<file path="src/rtl/mem_router_pkg.sv">
// Shared types and decode helpers for the memory-bus router.
package mem_router_pkg;

  typedef enum logic {IDLE, WAIT} state_t;

  localparam int unsigned MAX_BANKS = 4;

  // Read latency nibble of bank `sel` from the packed latency table.
  function automatic logic [3:0] bank_lat(input logic [15:0] lat, input int unsigned sel);
    logic [15:0] sh;
    sh = lat >> (sel * 4);
    return (sel < MAX_BANKS) ? sh[3:0] : 4'd0;
  endfunction

  function automatic logic bank_mapped(input int unsigned sel, input int unsigned num_banks);
    return sel < num_banks;
  endfunction

endpackage

</file>
<file path="src/rtl/mem_router.sv">
// Memory-bus router: decodes the bank-select field, strobes one bank per
// accepted request and returns a single-cycle response after the bank latency.
module mem_router
  import mem_router_pkg::*;
#(
  parameter int unsigned NUM_BANKS = 2,
  parameter int unsigned SEL_LO    = 17,
  parameter int unsigned SEL_W     = 2,
  parameter logic [15:0] BANK_LAT  = 16'h1111
) (
  input  logic                      clk,
  input  logic                      rst,
  input  logic                      req_valid,
  output logic                      req_ready,
  input  logic                      req_write,
  input  logic [3:0]                req_wmask,
  input  logic [31:0]               req_addr,
  input  logic [31:0]               req_wdata,
  output logic                      resp_valid,
  output logic [31:0]               resp_rdata,
  output logic                      resp_err,
  output logic [31:0]               err_addr,
  output logic [NUM_BANKS-1:0]      bank_en,
  output logic [NUM_BANKS-1:0]      bank_write,
  output logic [4*NUM_BANKS-1:0]    bank_wmask,
  output logic [31:0]               bank_addr,
  output logic [31:0]               bank_wdata,
  input  logic [32*NUM_BANKS-1:0]   bank_rdata
);

  if (NUM_BANKS < 1 || NUM_BANKS > MAX_BANKS || (1 << SEL_W) < NUM_BANKS) begin : g_bad_cfg
    $error("mem_router: illegal NUM_BANKS/SEL_W combination");
  end

  state_t           state, state_nxt;
  logic [3:0]       cnt, cnt_nxt;
  logic [SEL_W-1:0] sel, sel_q;
  logic             write_q, err_q;
  logic             mapped, accept;
  logic [3:0]       lat_sel, cnt_load;
  logic [31:0]      rd_mux;

  assign sel      = req_addr[SEL_LO +: SEL_W];
  assign mapped   = bank_mapped(32'(sel), NUM_BANKS);
  assign lat_sel  = bank_lat(BANK_LAT, 32'(sel));
  assign cnt_load = (mapped && !req_write) ? lat_sel : 4'd1;

  assign resp_valid = (state == WAIT) && (cnt == 4'd1);
  assign req_ready  = (state == IDLE) || resp_valid;
  // A request presented while reset is held must not reach any bank.
  assign accept     = req_valid && req_ready && !rst;

  assign bank_addr  = req_addr;
  assign bank_wdata = req_wdata;

  always_comb begin
    state_nxt = state;
    cnt_nxt   = cnt;
    case (state)
      IDLE: begin
        if (accept) begin
          state_nxt = WAIT;
          cnt_nxt   = cnt_load;
        end
      end
      WAIT: begin
        if (resp_valid) begin
          if (accept) begin
            state_nxt = WAIT;
            cnt_nxt   = cnt_load;
          end else begin
            state_nxt = IDLE;
          end
        end else begin
          cnt_nxt = cnt - 4'd1;
        end
      end
      default: state_nxt = IDLE;
    endcase
  end

  always_ff @(posedge clk or posedge rst) begin
    if (rst) begin
      state    <= IDLE;
      cnt      <= '0;
      sel_q    <= '0;
      write_q  <= 1'b0;
      err_q    <= 1'b0;
      err_addr <= '0;
    end else begin
      state <= state_nxt;
      cnt   <= cnt_nxt;
      if (accept) begin
        sel_q   <= sel;
        write_q <= req_write;
        err_q   <= !mapped;
        if (!mapped) err_addr <= req_addr;
      end
    end
  end

  always_comb begin
    bank_en    = '0;
    bank_write = '0;
    bank_wmask = '0;
    for (int unsigned i = 0; i < NUM_BANKS; i++) begin
      if (accept && mapped && (sel == SEL_W'(i))) begin
        bank_en[i] = 1'b1;
        if (req_write) begin
          bank_write[i]       = 1'b1;
          bank_wmask[4*i +: 4] = req_wmask;
        end
      end
    end
  end

  // Read data follows the registered select, so a response overlapping a new
  // accept still returns the previous bank's data.
  always_comb begin
    rd_mux = '0;
    for (int unsigned i = 0; i < NUM_BANKS; i++) begin
      if (sel_q == SEL_W'(i)) rd_mux = bank_rdata[32*i +: 32];
    end
  end

  assign resp_rdata = (resp_valid && !err_q && !write_q) ? rd_mux : '0;
  assign resp_err   = resp_valid && err_q;

  always_ff @(posedge clk) begin
    if (accept && mapped && !req_write) assert (lat_sel != 4'd0);
  end

endmodule

</file>
<file path="config.mk">
export PLATFORM = sky130hd
export DESIGN_NAME = mem_router
export DESIGN_NICKNAME = d
export VERILOG_FILES = /design/src/rtl/mem_router_pkg.sv /design/src/rtl/mem_router.sv
export SDC_FILE = /design/constraint.sdc
export NUM_CORES = 1
export LEC_CHECK = 0
export CAP_MARGIN = 20
export CORE_AREA = 4 4 105 107
export CTS_CLUSTER_SIZE = 24
export DETAILED_ROUTE_END_ITERATION = 8
export DIE_AREA = 0 0 109 111
export PLACE_DENSITY = 0.84
export RECOVER_POWER = 25
export REMOVE_ABC_BUFFERS = 1
export SLEW_MARGIN = 10
export SYNTH_ARGS = -nofsm -noshare
export SYNTH_HDL_FRONTEND = slang
export SYNTH_SLANG_ARGS = --single-unit
</file>
<file path="constraint.sdc">
create_clock -name clk -period 3 [get_ports clk]
set_input_delay 0.3 -clock clk [delete_from_list [all_inputs] [get_ports clk]]
set_output_delay 0.3 -clock clk [all_outputs]
set_load 0.05 [all_outputs]
</file>
# Yosys cells after proc, flatten, opt, wreduce, memory -nomap -nowiden
# Index checks and enable logic that the tools add are counted.
[totals]
ff_bits = 41
inputBits = 136
out_inout_bits = 143
elab_cells = 51
[classes]
addsub = 1
order_cmp = 1
eq_ne = 3
shift = 1
muxes = 18
bitwise_logic = 2
reduce_logical = 19
[ops]
columns = ["op", "count"]
rows = [
  ["$mux 32", 3],
  ["$mux 4", 6],
  ["$shr 13x4->4 const A", 1],
  ["$logic_and 1x1->1", 10],
  ["$pmux 4 s2", 1],
  ["$mux 1", 7],
  ["$logic_not 1->1", 5],
  ["$eq 2x1->1 const B", 2],
  ["$eq 4x1->1 const B", 1],
  ["$logic_not 2->1", 2],
  ["$sub 4x1->4 const B", 1],
  ["$lt 2x2->1 const B", 1],
  ["$not 1->1", 2],
  ["$pmux 1 s2", 1],
  ["$reduce_and 2->1", 1],
  ["$logic_or 1x1->1", 1],
]

# Depth between registers and ports, before layout
# Gate-level depths: netlist (run 1).
[logic_depth]
ltp_word = 8
depth_mapped = 8
mapped_depth_nobuf = 5

# Worst setup path before layout (run 1)
# No wires, ideal clock.
[synth_path]
path_kind = "reg2out"
start = "register cnt[1]"
end = "output port bank_en[1]"
arrival_ns = 2.471
required_time_ns = 2.700
setup_slack_ns = 0.229
stages_incl_launch_ff = 6
n_path_buf = 0
path_cell_list = "dfrtp_1 > inv_1 > ha_1 > nor3b_1 > o21ai_0 > nor3b_1"
[synth_between]
elab_chain_cells = 8
[synth_lines]
columns = ["item", "line", "text"]
rows = [
  ["start: declaration", "mem_router.sv:36", "logic [3:0] cnt, cnt_nxt;"],
  ["start signal: assignment", "mem_router.sv:92", "cnt <= cnt_nxt;"],
  ["$eq 4x1->1", "mem_router.sv:48", "assign resp_valid = (state == WAIT) && (cnt == 4'd1);"],
  ["$logic_and 1x1->1", "mem_router.sv:48", ""],
  ["$logic_or 1x1->1", "mem_router.sv:49", "assign req_ready = (state == IDLE) || resp_valid;"],
  ["$logic_and 1x1->1 (2 in a row)", "mem_router.sv:51", "assign accept = req_valid && req_ready && !rst;"],
  ["$logic_and 1x1->1", "n/a", ""],
  ["$logic_and 1x1->1", "mem_router.sv:107", "if (accept && mapped && (sel == SEL_W'(i))) begin"],
  ["$mux 1", "mem_router.sv:107", ""],
  ["end: declaration", "mem_router.sv:23", "output logic [NUM_BANKS-1:0] bank_en,"],
]
# No other way between the ends.

# Final worst setup path (run 1)
[layout_path]
start = "register cnt[1]"
end = "output port bank_wmask[6]"
[layout_between]
elab_chain_cells = 8
[layout_lines]
columns = ["item", "line", "text"]
rows = [
  ["$eq 4x1->1", "mem_router.sv:48", ""],
  ["$logic_and 1x1->1", "mem_router.sv:48", ""],
  ["$logic_or 1x1->1", "mem_router.sv:49", ""],
  ["$logic_and 1x1->1 (2 in a row)", "mem_router.sv:51", ""],
  ["$logic_and 1x1->1", "n/a", ""],
  ["$logic_and 1x1->1", "mem_router.sv:107", ""],
  ["$mux 4", "mem_router.sv:107", ""],
  ["end: declaration", "mem_router.sv:25", "output logic [4*NUM_BANKS-1:0] bank_wmask,"],
]
# No other way between the ends.

==> qor.csv, run 1 <==
stage,metric,value,unit
timing,hold violation total from the final report,0,
clock_tree,master cell of the clock root buffer,sky130_fd_sc_hd__clkbuf_8,
yosys,fraction of the yosys area taken by sequential cells,36.7,%
clock_tree,depth of the CTS H-tree,2,
clock_tree,clock input transition at the sequential cells of the worst setup and hold paths,0.08,ns
floorplanning,die width,109,um
yosys,proportion of register bits with asynchronous set or reset after synthesis,100,%
grt,global-route wire length before repair,14800,um
drt,number of DRC violations after detailed-routing iteration 0,105,
worst_setup_path,ordered cell list for the critical path,inv_1 -> ha_1 -> nor3b_1 -> o211a_1 -> and3_1 -> clkdlybuf4s50_1,
clock_tree,Worst-Skew Late Latency,0.30,ns
layout,Layout area overhead,80.4,%
grt,final global-route overflow total,0,
worst_hold_path,Hold Path Class,flip-flop to flip-flop,
drt,via count,2486,
worst_setup_path,category of the worst setup path launch point,flip-flop,
yosys,mean area per synthesized cell,10.4,sq um
clock_tree,number of clock sinks,40,
drt,Routed wire per std cell,18.5,um
yosys,Post-synth EDFFs,0,
yosys,Post-Synthesis Cell Area,0.00272,sq mm
timing,post-layout worst setup margin,0.141,ns
worst_setup_path,endpoint kind of the worst setup timing path,primary output,
drt,antenna violation net count after detailed routing,0,
layout,ratio of cells with drive above 1 in the final layout,24.6,%
yosys,post-synthesis cell type with the largest combined area,sky130_fd_sc_hd__dfrtp_1,
placement,Area after DPL,0.00480,sq mm
timing,highest clock frequency the design can meet,350,MHz
worst_setup_path,cell type of the slowest stage on the worst timing path,sky130_fd_sc_hd__clkdlybuf4s50_1,
timing,final worst-path cycle share,95.3,%
clock_tree,Inserted Clock Buffers,5,
yosys,gate count of the mapped netlist,262,
timing,post-route worst hold slack,0.471,ns
worst_setup_path,"Largest stage delay, worst path",0.81,ns
run_status,result of the run,completed,
timing,setup-violating endpoint count in the final report,0,
placement,input/output buffers,214,
drt,total DRC errors in the routed layout,0,
timing,Clock Skew,0.0118,ns
clock_tree,maximum number of buffers from clock root to sink,2,
clock_tree,number of setup buffers added after CTS,0,
grt,GRT Overall Usage,15.9,%
floorplanning,die extent in y,111,um
layout,end-of-flow core utilization,48.5,%
floorplanning,Initial Util,26.9,%
floorplanning,full die area,0.0121,sq mm
timing,normalized max-slew margin,44.7,%
timing,worst slew pin tran,0.824,ns
floorplanning,number of top-level design ports,279,
grt,via count of the first global-routing pass,2755,
pwr,static power due to leakage,2.05,nW
grt,antenna violations before repair,0,
clock_tree,clock tree from TritonCTS,done,
drt,Final Routed Wirelength,10100,um
yosys,number of synthesis warnings,0,
yosys,Synth area leaders,"sky130_fd_sc_hd__dfrtp_1 37%, sky130_fd_sc_hd__buf_4 18%, sky130_fd_sc_hd__mux2_2 14%",
yosys,Main synth FF type,sky130_fd_sc_hd__dfrtp_1,
flow_run,max cap viols,0,
worst_setup_path,CP Data Required Time,2.70,ns
worst_setup_path,critical path class,flip-flop to primary output,
floorplanning,Core ar.,0.0101,sq mm
layout,Final Instance Area,0.00491,sq mm
placement,detailed placer's ending HPWL,8370,um
grt,pin count of the biggest net entering global routing,34,
timing,number of pins with negative max-slew slack in the final report,0,
yosys,synth unique cells,32,
placement,DP Worst Slack,0.276,ns
drt,Detailed Routing Iterations Pass 1,4,
floorplanning,row count,37,
timing,RSZ-0062 raised after global routing,true,
yosys,synthesis-stage register bit count,40,
placement,global placer's final weighted congestion,0.810,
layout,diode count,0,
pwr,total power divided by cell area,887,mW/mm^2
worst_setup_path,arrival time at the worst endpoint,2.56,ns
drt,mean number of vias per cell,4.54,
pwr,post-layout total power,4.36,mW
worst_setup_path,maximum fanout count along the critical path,5,
timing,Final min period,2.86,ns
pwr,VDD IR max,0.000612,V
layout,number of nets in the final layout,548,
layout,Layout fillers,880,
yosys,fraction of synthesized cell area taken by the top area cell type,36.7,%
==> registers in the layout, summed over array words and instances (netlist names) <==
name	cells
cnt	4
state	1
sel_q	2
err_addr	32
write_q	1
==> cells in the final DEF (no fill, tap or decap), types with 6 or more instances in the layout <==
| cell type | count |
|---|---|
| sky130_fd_sc_hd__buf_4 | 12 |
| sky130_fd_sc_hd__mux2i_1 | 32 |
| sky130_fd_sc_hd__nor2_2 | 11 |
| sky130_fd_sc_hd__dfrtp_1 | 39 |
| sky130_fd_sc_hd__nor2_1 | 23 |
| sky130_fd_sc_hd__nor3b_1 | 6 |
| sky130_fd_sc_hd__clkdlybuf4s50_1 | 174 |
| sky130_fd_sc_hd__mux2_2 | 33 |
| sky130_fd_sc_hd__buf_12 | 32 |
==> synthesized netlist by cell type, types with 2 or more instances <==
library cell	number
sky130_fd_sc_hd__a21oi_1	2
sky130_fd_sc_hd__and3_1	5
sky130_fd_sc_hd__buf_2	2
sky130_fd_sc_hd__buf_4	67
sky130_fd_sc_hd__buf_6	4
sky130_fd_sc_hd__clkbuf_1	5
sky130_fd_sc_hd__dfrtp_1	40
sky130_fd_sc_hd__ha_1	2
sky130_fd_sc_hd__inv_1	4
sky130_fd_sc_hd__mux2_2	33
sky130_fd_sc_hd__mux2i_1	32
sky130_fd_sc_hd__nand2_1	4
sky130_fd_sc_hd__nor2_1	24
sky130_fd_sc_hd__nor2_2	10
sky130_fd_sc_hd__nor2b_1	2
sky130_fd_sc_hd__nor3_1	2
sky130_fd_sc_hd__nor3b_1	6
sky130_fd_sc_hd__o211a_1	2
sky130_fd_sc_hd__o211ai_1	2
sky130_fd_sc_hd__o21ai_0	2
==> worst max-delay path: cells and delay by family, from the launching register on <==
family	cells	cell delay, ns
AO/OA/AOI/OAI	1	0.26
buffers and inverters	2	0.90
AND/OR/NAND/NOR	2	0.53
flip-flops	1	0.41
adder cells (fa/ha/maj)	1	0.17
==> cell type report <==
type	count	area, sq um	share of cell area [%]
Clock buffer	5	68.8	1.40
Clock inverter	3	42.5	0.866
Inverter	4	15.0	0.305
Multi-Input combinational cell	140	1130	23.1
Sequential cell	40	1000	20.4
Tap cell	136	170	3.46
Timing Repair Buffer	219	2480	50.5
==> path summary, 6_finish.rpt <==
kind | from | endpoint | slack [ns] | depth (start not counted)
min | err_addr[18] | err_addr[18] | 0.47 | 1
max reg2reg | cnt[1] | err_addr[3] | 0.72 | 7
min reg2reg | err_addr[18] | err_addr[18] | 0.47 | 1
max | cnt[1] | bank_wmask[6] | 0.14 | 6
min in group asynchronous | rst | err_addr[30] | 0.54 | 2
max in group asynchronous | rst | err_addr[18] | 1.78 | 3
==> logic make-up after synthesis <==
kind of cell,synth area share [%]
buffers and inverters,21.7
multiplexers,25.4
AND/OR/NAND/NOR,12.1
flip-flops,36.7
AO/OA/AOI/OAI,3.12
adder cells (fa/ha/maj),0.919
==> stage by stage <==
stage	instances	TNS, ns
after floorplan	184	0
after global placement	539	0
after detailed placement	539	0
after CTS	547	0
after global routing	547	-0.0828
final	547	0
==> repair_timing <==
action,CTS,global route
hold buffers,0,0
endpoints found under the setup margin,0,5
resized for setup,0,1
==> where the power goes <==
| part | switching (mW) | internal (mW) |
|---|---|---|
| clock network | 0.196 | 0.246 |
| registers | 0.229 | 0.805 |
| logic | 1.70 | 1.18 |
==> metal layers <==
| layer | track usage, % | routed length (um) | vias up |
|---|---|---|---|
| li1 | - | - | 1115 |
| met1 | 18.4 | 3980 | 1152 |
| met2 | 24.5 | 4380 | 208 |
| met3 | 9.49 | 1680 | 11 |
| met4 | 3.62 | 103 | 0 |
| met5 | 4.91 | 0 | - |
(Power assumes the default switching activity.)
==> run 2, diff against run 1 <==
Settings changed: CORE_AREA 4 4 105 107 to 2 2 109 111, DIE_AREA 0 0 109 111 to 0 0 111 113, PLACE_DENSITY 0.84 to 0.69.
==> run 2 against run 1 <==
- hold slack worse by 0.0045 ns
- global-route usage decreased by 0.96 points
- clock power up 20%
- critical path type unchanged
- critical endpoint is now resp_rdata[12]
- largest power group unchanged
==> qor.csv, run 2 (synthesis results as in run 1) <==
stage,metric,value,unit,change
floorplanning,die width,111,um,was 109 um
layout,ratio of cells with drive above 1 in the final layout,25.4,%,was 24.6%
layout,largest registers,"err_addr (32), cnt (4), sel_q (2)",,unchanged
placement,DP Worst Slack,0.455,ns,was 0.276 ns
drt,antenna violation net count after detailed routing,0,,unchanged
grt,antenna violations before repair,0,,unchanged
run_status,result of the run,completed,,unchanged
worst_setup_path,endpoint kind of the worst setup timing path,primary output,,unchanged
floorplanning,Initial Util,24.2,%,was 26.9%
layout,Layout area overhead,82.1,%,was 80.4%
placement,detailed placer's ending HPWL,8030,um,was 8370 um
grt,GRT Overall Usage,14.9,%,was 15.9%
floorplanning,number of top-level design ports,279,,unchanged
flow_run,max cap viols,0,,unchanged
clock_tree,Inserted Clock Buffers,5,,unchanged
timing,number of pins with negative max-slew slack in the final report,0,,unchanged
pwr,static power due to leakage,2.08,nW,was 2.05 nW
timing,post-route worst hold slack,0.466,ns,was 0.471 ns
clock_tree,clock tree from TritonCTS,done,,unchanged
clock_tree,number of setup buffers added after CTS,0,,unchanged
timing,RSZ-0062 raised after global routing,false,,was true
timing,Final min period,2.82,ns,was 2.86 ns
clock_tree,maximum number of buffers from clock root to sink,2,,unchanged
layout,Layout fillers,1076,,was 880
layout,flip-flop count of the largest register after layout,32,,unchanged
pwr,total power divided by cell area,892,mW/mm^2,was 887 mW/mm^2
floorplanning,die extent in y,113,um,was 111 um
clock_tree,number of resized instances in the post-cts repair step,0,,unchanged
grt,final global-route overflow total,0,,unchanged
timing,setup-violating endpoint count in the final report,0,,unchanged
floorplanning,row count,39,,was 37
floorplanning,Core ar.,0.0113,sq mm,was 0.0101 sq mm
drt,Final Routed Wirelength,9660,um,was 10100 um
clock_tree,master cell of the clock root buffer,sky130_fd_sc_hd__clkbuf_16,,was sky130_fd_sc_hd__clkbuf_8
worst_setup_path,count of buffer and inverter cells on the critical path,2,,unchanged
worst_setup_path,category of the worst setup path launch point,flip-flop,,unchanged
drt,via count,2498,,was 2486
timing,highest clock frequency the design can meet,354,MHz,was 350 MHz
grt,via count of the first global-routing pass,2689,,was 2755
clock_tree,depth of the CTS H-tree,2,,unchanged
placement,"number of placed instances, taps included",548,,was 539
timing,accumulated negative setup slack,0,ns,unchanged
pwr,VDD IR max,0.000651,V,was 0.000612 V
floorplanning,full die area,0.0125,sq mm,was 0.0121 sq mm
layout,"leading cell type in the layout, fill and taps excluded",sky130_fd_sc_hd__clkdlybuf4s50_1,,unchanged
layout,number of nets in the final layout,550,,was 548
clock_tree,Worst-Skew Late Latency,0.28,ns,was 0.30 ns
layout,count of non-filler cells in the finished layout,556,,was 547
drt,Detailed Routing Iterations Pass 1,4,,unchanged
drt,total DRC errors in the routed layout,0,,unchanged
timing,normalized max-slew margin,27.3,%,was 44.7%
pwr,post-layout total power,4.43,mW,was 4.36 mW
worst_setup_path,"Largest stage delay, worst path",0.66,ns,was 0.81 ns
worst_setup_path,maximum fanout count along the critical path,32,,was 5
grt,pin count of the biggest net entering global routing,34,,unchanged
drt,Routed wire per std cell,17.4,um,was 18.5 um
worst_setup_path,ordered cell list for the critical path,inv_1 -> ha_1 -> or3b_1 -> or4_4 -> nor2_1 -> buf_12,,was inv_1 -> ha_1 -> nor3b_1 -> o211a_1 -> and3_1 -> clkdlybuf4s50_1
placement,input/output buffers,214,,unchanged
worst_setup_path,"setup slack, reg-to-reg",0.81,ns,was 0.72 ns
timing,worst slew pin tran,1.09,ns,was 0.824 ns
layout,register name with the most flops,err_addr,,unchanged
worst_setup_path,critical path class,flip-flop to primary output,,unchanged
clock_tree,clock input transition at the sequential cells of the worst setup and hold paths,0.06,ns,was 0.08 ns
timing,hold violation total from the final report,0,,unchanged
placement,global placer's final weighted congestion,0.831,,was 0.810
worst_setup_path,cell type of the slowest stage on the worst timing path,sky130_fd_sc_hd__or4_4,,was sky130_fd_sc_hd__clkdlybuf4s50_1
timing,final worst-path cycle share,94.0,%,was 95.3%
worst_setup_path,cell family with the largest share of critical-path delay,simple AND/OR/NAND/NOR gates,,was buffers and inverters
timing,post-layout worst setup margin,0.179,ns,was 0.141 ns
layout,diode count,0,,unchanged
worst_hold_path,Hold Path Class,flip-flop to flip-flop,,unchanged
drt,mean number of vias per cell,4.49,,was 4.54
worst_setup_path,arrival time at the worst endpoint,2.52,ns,was 2.56 ns
grt,global-route wire length before repair,14500,um,was 14800 um
layout,highest-count cells in the layout ignoring fill and taps,"170 x sky130_fd_sc_hd__clkdlybuf4s50_1, 39 x sky130_fd_sc_hd__dfrtp_1, 33 x sky130_fd_sc_hd__mux2_2",,"was 174 x sky130_fd_sc_hd__clkdlybuf4s50_1, 39 x sky130_fd_sc_hd__dfrtp_1, 33 x sky130_fd_sc_hd__mux2_2"
drt,number of DRC violations after detailed-routing iteration 0,70,,was 105
timing,Clock Skew,0.00664,ns,was 0.0118 ns
clock_tree,number of clock sinks,40,,unchanged
worst_setup_path,CP Data Required Time,2.70,ns,about the same
clock_tree,count of hold buffers inserted by post-cts repair,0,,unchanged
-- run 2: cell count changes in the layout (fill, tap and decap cells not counted), moves of 4 or more --
cell	delta
sky130_fd_sc_hd__clkbuf_16	+5
sky130_fd_sc_hd__buf_4	+5
sky130_fd_sc_hd__clkdlybuf4s50_1	-4
sky130_fd_sc_hd__clkbuf_8	-4
-- run 2: where the power goes --
part	leakage (nW)	switching [mW]	internal, mW
logic	1.53	1.72	1.18
registers	0.477	0.187	0.808
clock network	0.0766	0.205	0.328
-- run 2: routing by layer --
layer,vias up,global-route usage (%),share of wire [%]
li1,1118,-,-
met1,1164,16.9,39
met4,2,3.25,0.91
met3,9,9.16,15
met2,205,23.9,45
met5,-,2.75,0.38
-- run 2: layout make-up --
| class | instances | area [sq um] | share of cell area [%] |
|---|---|---|---|
| clock buffer | 6 | 139 | 2.80 |
| clock inverter | 2 | 10.0 | 0.202 |
| inverter | 4 | 15.0 | 0.303 |
| multi-input combinational | 140 | 1130 | 22.8 |
| sequential | 40 | 1000 | 20.2 |
| tap | 143 | 179 | 3.61 |
| timing repair buffer | 221 | 2480 | 50.1 |
-- run 2: path summary, 6_finish.rpt --
check	cells after the start	to	start
setup / recovery	6	resp_rdata[12]	cnt[1]
hold / removal	1	err_addr[18]	err_addr[18]
setup reg to reg	7	err_addr[20]	cnt[1]
hold reg to reg	1	err_addr[18]	err_addr[18]
max in group asynchronous	3	err_addr[13]	rst
min in group asynchronous	2	state	rst
-- run 2: stage by stage --
stage                     instance area (sq um)  utilization [%]
after global routing                       4960             44.0
after floorplan                            2150                -
after detailed placement                   4810             42.7
after CTS                                  4960             44.0
after global placement                     4810             42.7
final                                      4960             44.0
-- run 2: worst reg2reg max path, stage by stage (launching register included) --
cell	delay, ns
sky130_fd_sc_hd__dfrtp_1	0.40
sky130_fd_sc_hd__inv_1	0.09
sky130_fd_sc_hd__ha_1	0.17
sky130_fd_sc_hd__nor3b_1	0.28
sky130_fd_sc_hd__buf_4	0.20
sky130_fd_sc_hd__o211a_1	0.15
sky130_fd_sc_hd__buf_4	0.37
sky130_fd_sc_hd__mux2_2	0.41
==> run 3, diff against run 2 <==
Settings changed: REMOVE_ABC_BUFFERS 1 to unset, SETUP_SLACK_MARGIN set to 0.4.
==> run 3 against run 2 <==
- maximum frequency rose by 6.6%
- non-clock buffer count grew 8
- largest cell class unchanged
- combinational power is 10% higher
==> qor.csv, run 3 (synthesis results as in run 1) <==
stage,metric,value,unit,change
layout,ratio of cells with drive above 1 in the final layout,33.6,%,was 25.4%
worst_setup_path,CP endpoint,resp_rdata[27],,was resp_rdata[12]
floorplanning,full die area,0.0125,sq mm,unchanged
floorplanning,Core ar.,0.0113,sq mm,unchanged
worst_setup_path,endpoint kind of the worst setup timing path,primary output,,unchanged
drt,via count,2526,,was 2498
pwr,VDD IR max,0.000714,V,was 0.000651 V
floorplanning,number of top-level design ports,279,,unchanged
drt,total DRC errors in the routed layout,0,,unchanged
drt,total met3 wirelength after detailed routing,989,um,was 1450 um
worst_setup_path,worst reg2reg startpoint,cnt[1],,unchanged
pwr,total power divided by cell area,909,mW/mm^2,was 892 mW/mm^2
clock_tree,master cell of the clock root buffer,sky130_fd_sc_hd__clkbuf_16,,unchanged
pwr,Combinational Power Share,66.1,%,was 65.5%
floorplanning,Initial Util,24.2,%,unchanged
timing,hold violation total from the final report,0,,unchanged
drt,mean number of vias per cell,4.46,,was 4.49
timing,final worst-path cycle share,88.2,%,was 94.0%
worst_setup_path,critical path class,flip-flop to primary output,,unchanged
run_status,result of the run,completed,,unchanged
placement,global placer's final weighted congestion,0.777,,was 0.831
timing,Final min period,2.65,ns,was 2.82 ns
timing,accumulated negative setup slack,0,ns,unchanged
clock_tree,count of hold buffers inserted by post-cts repair,0,,unchanged
worst_setup_path,"setup slack, reg-to-reg",0.91,ns,was 0.81 ns
timing,post-route worst hold slack,0.478,ns,was 0.466 ns
clock_tree,Worst-Skew Late Latency,0.28,ns,about the same
worst_setup_path,beginning of the critical path,cnt[1],,unchanged
pwr,fraction of power spent switching nets,48.4,%,was 47.7%
yosys,number of nets in the synthesized netlist,400,,
timing,setup-violating endpoint count in the final report,0,,unchanged
layout,Final Instance Area,0.00533,sq mm,was 0.00496 sq mm
layout,Layout fillers,1028,,was 1076
layout,register name with the most flops,err_addr,,unchanged
grt,global-route wire length before repair,15600,um,was 14500 um
drt,Routed wire per std cell,18.5,um,was 17.4 um
clock_tree,clock input transition at the sequential cells of the worst setup and hold paths,0.06,ns,about the same
worst_hold_path,Hold Path Class,flip-flop to flip-flop,,unchanged
clock_tree,number of clock sinks,40,,unchanged
floorplanning,die extent in y,113,um,unchanged
grt,GRT Overall Usage,16.1,%,was 14.9%
layout,"leading cell type in the layout, fill and taps excluded",sky130_fd_sc_hd__clkdlybuf4s50_1,,unchanged
placement,input/output buffers,214,,unchanged
clock_tree,Inserted Clock Buffers,5,,unchanged
drt,number of DRC violations after detailed-routing iteration 0,46,,was 70
worst_setup_path,arrival time at the worst endpoint,2.35,ns,was 2.52 ns
layout,Layout area overhead,95.8,%,was 82.1%
timing,normalized max-slew margin,31.4,%,was 27.3%
layout,highest-count cells in the layout ignoring fill and taps,"166 x sky130_fd_sc_hd__clkdlybuf4s50_1, 39 x sky130_fd_sc_hd__dfrtp_1, 34 x sky130_fd_sc_hd__buf_12",,"was 170 x sky130_fd_sc_hd__clkdlybuf4s50_1, 39 x sky130_fd_sc_hd__dfrtp_1, 33 x sky130_fd_sc_hd__mux2_2"
pwr,relative contribution of the clock network to total power,12.7,%,was 12.0%
grt,final global-route overflow total,0,,unchanged
floorplanning,die width,111,um,unchanged
pwr,static power due to leakage,2.21,nW,was 2.08 nW
placement,detailed placer's ending HPWL,7990,um,was 8030 um
floorplanning,row count,39,,unchanged
clock_tree,clock tree from TritonCTS,done,,unchanged
drt,antenna violation net count after detailed routing,0,,unchanged
drt,Met1 Wirelength,3930,um,was 3750 um
timing,Clock Skew,0.00543,ns,was 0.00664 ns
grt,pin count of the biggest net entering global routing,41,,was 34
pwr,design internal power,2.50,mW,was 2.31 mW
worst_setup_path,CP Data Required Time,2.70,ns,about the same
layout,largest registers,"err_addr (32), cnt (4), sel_q (2)",,unchanged
timing,number of pins with negative max-slew slack in the final report,0,,unchanged
clock_tree,maximum number of buffers from clock root to sink,2,,unchanged
worst_setup_path,category of the worst setup path launch point,flip-flop,,unchanged
layout,number of nets in the final layout,560,,was 550
worst_setup_path,maximum fanout count along the critical path,8,,was 32
clock_tree,depth of the CTS H-tree,2,,unchanged
layout,flip-flop count of the largest register after layout,32,,unchanged
worst_setup_path,reg-to-reg critical path endpoint,err_addr[22],,was err_addr[20]
worst_setup_path,worst-case reg-to-reg path depth,7,,unchanged
drt,Final Routed Wirelength,10500,um,was 9660 um
flow_run,max cap viols,0,,unchanged
drt,Detailed Routing Iterations Pass 1,4,,unchanged
timing,highest clock frequency the design can meet,378,MHz,was 354 MHz
drt,met2 wire length,5300,um,was 4340 um
pwr,sequential cell fraction of total power,21.3,%,was 22.5%
timing,worst slew pin tran,1.03,ns,was 1.09 ns
layout,end-of-flow core utilization,47.3,%,was 44.0%
timing,RSZ-0062 raised after global routing,true,,was false
grt,antenna violations before repair,1,,was 0
placement,Area after DPL,0.00488,sq mm,was 0.00481 sq mm
grt,via count of the first global-routing pass,2762,,was 2689
pwr,Switch Pwr,2.35,mW,was 2.11 mW
drt,uppermost signal routing layer after detailed routing,met4,,was met5
run 3: cell count changes in the layout (fill, tap and decap cells not counted), sizes merged:
| cell | previous run | this run |
|---|---|---|
| clkdlybuf4s50 | 170 | 166 |
| diode | 0 | 1 |
| dlygate4sd2 | 0 | 3 |
| clkinv | 3 | 1 |
| clkinvlp | 0 | 1 |
| buf | 49 | 57 |
| dlymetal6s2s | 0 | 1 |
| inv | 3 | 4 |
| or4 | 1 | 3 |
| clkbuf | 7 | 6 |
| bufinv | 0 | 1 |
run 3: per-layer routing:
| layer | GRT usage [%] | vias up |
|---|---|---|
| met2 | 29.5 | 157 |
| met5 | 0 | - |
| li1 | - | 1156 |
| met1 | 17.2 | 1190 |
| met3 | 5.36 | 23 |
| met4 | 6.33 | 0 |
run 3: worst min path at each step:
stage                 start      endpoint  depth (start not counted)
6_report       err_addr[18]  err_addr[18]                          1
5_1_grt        err_addr[18]  err_addr[18]                          1
4_1_cts        err_addr[18]  err_addr[18]                          1
3_5_place_dp   err_addr[18]  err_addr[18]                          1
3_3_place_gp   err_addr[18]  err_addr[18]                          1
2_1_floorplan  req_addr[10]  err_addr[10]                          1
run 3: metrics by stage:
stage               power (mW)  setup slack, ns  cells
finish                    4.85            0.354    567
global placement          3.98            0.526    547
global route              5.06            0.284    567
detailed placement        4.03            0.424    547
floorplan                 3.01            0.240    262
CTS                       4.86            0.334    563
run 3: critical path: stages, from the launching register on:
cell                      delay, ns
sky130_fd_sc_hd__dfrtp_1       0.39
sky130_fd_sc_hd__inv_2         0.08
sky130_fd_sc_hd__ha_4          0.13
sky130_fd_sc_hd__or3b_4        0.38
sky130_fd_sc_hd__buf_6         0.14
sky130_fd_sc_hd__or4_4         0.57
sky130_fd_sc_hd__nor2_2        0.20
sky130_fd_sc_hd__buf_12        0.15
run 3: layout make-up:
type                       count  area, sq um  share of cell area, %
timing repair buffer         229         2590                   48.6
tap                          143          179                   3.36
clock buffer                   5          125                   2.35
multi-input combinational    142         1370                   25.8
antenna                        1         2.50                 0.0469
sequential                    40         1000                   18.8
clock inverter                 3         42.5                  0.798
inverter                       4         15.0                  0.282
run 3: timing repair:
action | CTS | global route
gates resized for setup | 37 | 4
gates cloned | 3 | 0
pin swaps | 25 | 6
buffers inserted | 5 | 3
setup endpoints to repair | 36 | 34
run 3: power groups by stage:
stage / Sequential (mW) / Combinational (mW) / Clock, mW
2_1_floorplan: 1.71 / 1.30 / 0
3_3_place_gp: 1.00 / 2.98 / 0
3_5_place_dp: 1.02 / 3.01 / 0
4_1_cts: 1.03 / 3.20 / 0.630
5_1_grt: 1.07 / 3.34 / 0.648
6_report: 1.03 / 3.20 / 0.614
